**config.mk**
```make
export PLATFORM = sky130hd
export DESIGN_NAME = modn_updown_counter
export DESIGN_NICKNAME = d
export VERILOG_FILES = /design/src/rtl/modn_updown_counter.sv
export SDC_FILE = /design/constraint.sdc
export NUM_CORES = 1
export LEC_CHECK = 0
export CORE_MARGIN = 3
export CORE_UTILIZATION = 50
export CTS_BUF_LIST = sky130_fd_sc_hd__clkbuf_2
export DETAILED_ROUTE_END_ITERATION = 7
export PLACE_DENSITY = 0.93
export SYNTH_ARGS = -nofsm -noshare
export SYNTH_HDL_FRONTEND = slang
export SYNTH_SLANG_ARGS = --single-unit
```
**constraint.sdc**
```tcl
create_clock -name clk -period 4.9 [get_ports clk]
set_input_delay 1.225 -clock clk [delete_from_list [all_inputs] [get_ports clk]]
set_output_delay 1.225 -clock clk [all_outputs]
set_load 0.02 [all_outputs]
```
**src/rtl/modn_updown_counter.sv**
```systemverilog
// Modulo-N up/down counter with load, clear, cascade terminal count and hex digit drivers.
// Optional build macro COUNTER_SATURATE_EN: hold at the end values instead of wrapping.
module modn_updown_counter #(
  parameter int     WIDTH  = 8,
  parameter longint MODULO = 256,
  parameter int     DIGITS = 2
) (
  input  logic                  clk,
  input  logic                  reset_n,
  input  logic                  clear,
  input  logic                  enable,
  input  logic                  up_dn,
  input  logic                  load,
  input  logic [WIDTH-1:0]      load_val,
  output logic [WIDTH-1:0]      count,
  output logic                  tc,
  output logic [7*DIGITS-1:0]   hex
);

  localparam int               PAD     = 4 * DIGITS;
  localparam logic [WIDTH-1:0] MAX_VAL = WIDTH'(MODULO - 64'd1);
  // One extra bit so MODULO = 2**WIDTH is representable in the clip compare.
  localparam logic [WIDTH:0]   MOD_EXT = (WIDTH+1)'(MODULO);

  logic             at_max;
  logic             at_zero;
  logic [WIDTH-1:0] count_next;
  logic [PAD-1:0]   padded;

  assign at_max  = (count == MAX_VAL);
  assign at_zero = (count == '0);

  assign tc = enable & ~clear & ~load & ((up_dn & at_max) | (~up_dn & at_zero));

  always_comb begin
    count_next = count;
    if (clear) begin
      count_next = '0;
    end else if (load) begin
      if ({1'b0, load_val} >= MOD_EXT) count_next = MAX_VAL;
      else                             count_next = load_val;
    end else if (enable) begin
      if (up_dn) begin
        if (at_max) begin
`ifdef COUNTER_SATURATE_EN
          count_next = count;
`else
          count_next = '0;
`endif
        end else begin
          count_next = count + WIDTH'(1);
        end
      end else begin
        if (at_zero) begin
`ifdef COUNTER_SATURATE_EN
          count_next = count;
`else
          count_next = MAX_VAL;
`endif
        end else begin
          count_next = count - WIDTH'(1);
        end
      end
    end
  end

  always_ff @(posedge clk or negedge reset_n) begin
    if (!reset_n) count <= '0;
    else          count <= count_next;
  end

  function automatic logic [6:0] seg_decode(input logic [3:0] nib);
    logic [6:0] s;
    case (nib)
      4'h0: s = 7'b1000000;
      4'h1: s = 7'b1111001;
      4'h2: s = 7'b0100100;
      4'h3: s = 7'b0110000;
      4'h4: s = 7'b0011001;
      4'h5: s = 7'b0010010;
      4'h6: s = 7'b0000010;
      4'h7: s = 7'b1111000;
      4'h8: s = 7'b0000000;
      4'h9: s = 7'b0010000;
      4'hA: s = 7'b0001000;
      4'hB: s = 7'b0000011;
      4'hC: s = 7'b1000110;
      4'hD: s = 7'b0100001;
      4'hE: s = 7'b0000110;
      default: s = 7'b0001110;
    endcase
    return s;
  endfunction

  // Top digit may cover bits above WIDTH-1; those read as zero.
  if (PAD > WIDTH) begin : g_pad
    assign padded = {{(PAD-WIDTH){1'b0}}, count};
  end else begin : g_nopad
    assign padded = count[PAD-1:0];
  end

  for (genvar k = 0; k < DIGITS; k++) begin : g_digit
    assign hex[7*k +: 7] = seg_decode(padded[4*k +: 4]);
  end

endmodule

```
==> results_dict.tcl <==
set metrics [dict create \
    synth_most_common_cell "a21oi_1" \
    critPathKind "in2out" \
    path_cells "clkdlybuf4s50_1 -> or2_0 -> a21oi_1 -> clkdlybuf4s50_1" \
    synthFlopType "dfrtp_1" \
    critPathMaxFanout 15 \
    end_kind "primary output" \
    via_count 1382 \
    arrival_ps 3010 \
    coreArea_um2 2255 \
    finalMaxSlewViolations 0 \
    grt_start_max_net_pins 24 \
    die_area_um2 3058 \
    yosys.area_share.adder 0.1236 \
    fin_nets 221 \
    startpoint_type "input port" \
    synth-edff-count 0 \
    area_growth_pct 29.35 \
    setup_ws_ps 667.3 \
    cts.clk_slew.worst_paths_ps 80 \
    antenna_left 0 \
    fin_tns_setup_ps 0 \
    clock_latency_ps 240 \
    yosys.area_share.xor_xnor 0.05046 \
    yosys-top-cells-count "a21oi_1, nor2_1, nand2_1" \
    drive_gt1_frac 0.05699 \
    synth_simple_gate_area_frac 0.2307 \
    diodes 0 \
    yosysWarningCount 0 \
    die_h_um 55.30 \
    dp_worst_setup_slack_ps 722.5 \
    wl_mm 3.441 \
    place_hpwl_mm 2.593 \
    synth_compound_area_frac 0.2544 \
    port_buffers 36 \
    maxCapViolations 0 \
    firstDrtPassIters 4 \
    period_share 0.8638 \
    cts-root-buf "clkbuf_2" \
    wire_per_inst_um 15.57 \
    async_flop_share 1.000 \
    track_usage 0.2142 \
    largest_register_ff_count 8 \
    hp-class "reg2reg" \
    drt_iter0_markers 73 \
    synth_cell_types 41 \
    synthCells 164 \
    grt_pass1_wl_mm 5.471 \
    synth_top_family_by_area "compound AO/OA/AOI/OAI gates" \
    powerDensity_nw_per_um2 206.6 \
    vdd_drop_max_uv 166.5 \
    cellLeakagePower_uw 0.0006140 \
    cts_tree "done" \
    cp_common_cell "clkdlybuf4s50_1" \
    syn_avg_cell_area_um2 7.408 \
    syn-cell-area_um2 1215 \
    hold_buffers 0 \
    worst_slew_pin_slew_ps 788.5 \
    finClkSkew_ps 13.31 \
    setup_violations 0 \
    required_ps 3670 \
    cpLargestDelayFamily "buffers and inverters" \
    clock_sinks 8 \
    cts_resized 0 \
    period_needed_ps 4233 \
    slew_headroom 0.4743 \
    cp_num_buf_inv 2 \
    cts_setup_buffers 0 \
    rsz0062_at_grt "no" \
    io_pins 37 \
    syn-num-nets 190 \
    hold_viol 0 \
    htree_num_levels 1 \
    top_regs "count: 8 flops" \
    clockBufferDepth 2 \
    synth_area_leaders "dfrtp_1, ha_1, a21oi_1, mux2i_1, o21ai_0" \
    ys_seq_elements 8 \
    via_per_inst 6.253 \
    start_util 0.5388 \
    outcome "finished, final reports clean" \
    muxShareOfSynthArea 0.09475 \
    fp.dieW_um 55.30 \
    max_stage_delay_ps 670 \
    seq_area_frac_synth 0.1648 \
    grt_pass1_vias 1251 \
    synth.top_cell.area_share 0.1648 \
    antenna_found_initial 0 \
    overflow 0 \
    remaining_drc_errors 0 \
    clock.fmax_ghz 0.2363 \
    gp_congestion 0.9162 \
    cts_buffers 3 \
    largest-register "count" \
    yosysTopAreaCell "dfrtp_1" \
    rows 17 \
    cp_slowest_cell "clkdlybuf4s50_1" \
]
==> routing by layer <==
metal,global-route usage,wire length [um],up-vias
li1,-,-,651
met1,0.2662,1315,637
met2,0.3682,1743,81
met3,0.01168,277,13
met4,0.1146,106,0
met5,0,0,-
==> per-stage QoR <==
step           cells  instance area, um2  utilization  power, uW  hold slack [ps]
2_1_floorplan    164                1215            -      210.4            829.8
3_3_place_gp     218                1556       0.6903      278.3            851.3
3_5_place_dp     218                1556       0.6903      284.8            868.5
4_1_cts          221                1572       0.6970      323.2            886.3
5_1_grt          221                1572       0.6970      343.9            935.1
6_report         221                1572       0.6970      324.6            900.1
==> tightest hold or removal path: stages, from the launching register on <==
cell	delay (ps)
dfrtp_1	520
nor2_1	160
nor2_1	40
o21ai_0	80
a21oi_1	70
==> placed cells by master, fill, tap and decap left out, drive strengths merged, types with 2 or more instances in the layout <==
| master | instances |
|---|---|
| clkdlybuf4s50 | 36 |
| a21oi | 18 |
| nor2 | 15 |
| nand2 | 14 |
| o21ai | 13 |
| ha | 12 |
| inv | 9 |
| dfrtp | 8 |
| mux2i | 7 |
| nor3 | 7 |
| xnor2 | 6 |
| o22ai | 5 |
| a31oi | 3 |
| nand3b | 3 |
| nand4 | 3 |
| nand2b | 3 |
| nand3 | 3 |
| clkbuf | 3 |
| o211ai | 2 |
| o31ai | 2 |
| o2bb2ai | 2 |
| mux2 | 2 |
| nor2b | 2 |
| or2 | 2 |
| a221oi | 2 |
==> kinds of logic after synthesis <==
family / after synthesis
AND/OR/NAND/NOR: 55
buffers and inverters: 21
flip-flops: 8
XOR/XNOR: 7
adder cells (fa/ha/maj): 12
multiplexers: 10
AO/OA/AOI/OAI: 51
==> path summary, 6_finish.rpt <==
| kind | startpoint | depth (start not counted) | to | slack [ps] |
|---|---|---|---|---|
| worst max-delay path | up_dn | 4 | tc | 670 |
| worst min-delay path | count[1] | 4 | count[1] | 900 |
| min in group asynchronous | reset_n | 1 | count[7] | 1260 |
| max in group asynchronous | reset_n | 1 | count[6] | 3350 |
| worst min register to register | count[1] | 4 | count[1] | 900 |
| worst max register to register | count[3] | 5 | count[3] | 2590 |
==> cell type report <==
| cell class | count | area [um2] |
|---|---|---|
| multi-input combinational | 135 | 915.9 |
| clock buffer | 3 | 15.01 |
| inverter | 10 | 37.54 |
| fill | 195 | 683.2 |
| sequential | 8 | 200.2 |
| tap | 28 | 35.03 |
| timing repair buffer | 37 | 367.9 |
==> power by group <==
| group | internal (uW) | switching [uW] |
|---|---|---|
| clock | 16.7 | 22.1 |
| combinational | 92.9 | 101 |
| sequential | 70.9 | 21.1 |
(Power assumes the default switching activity.)
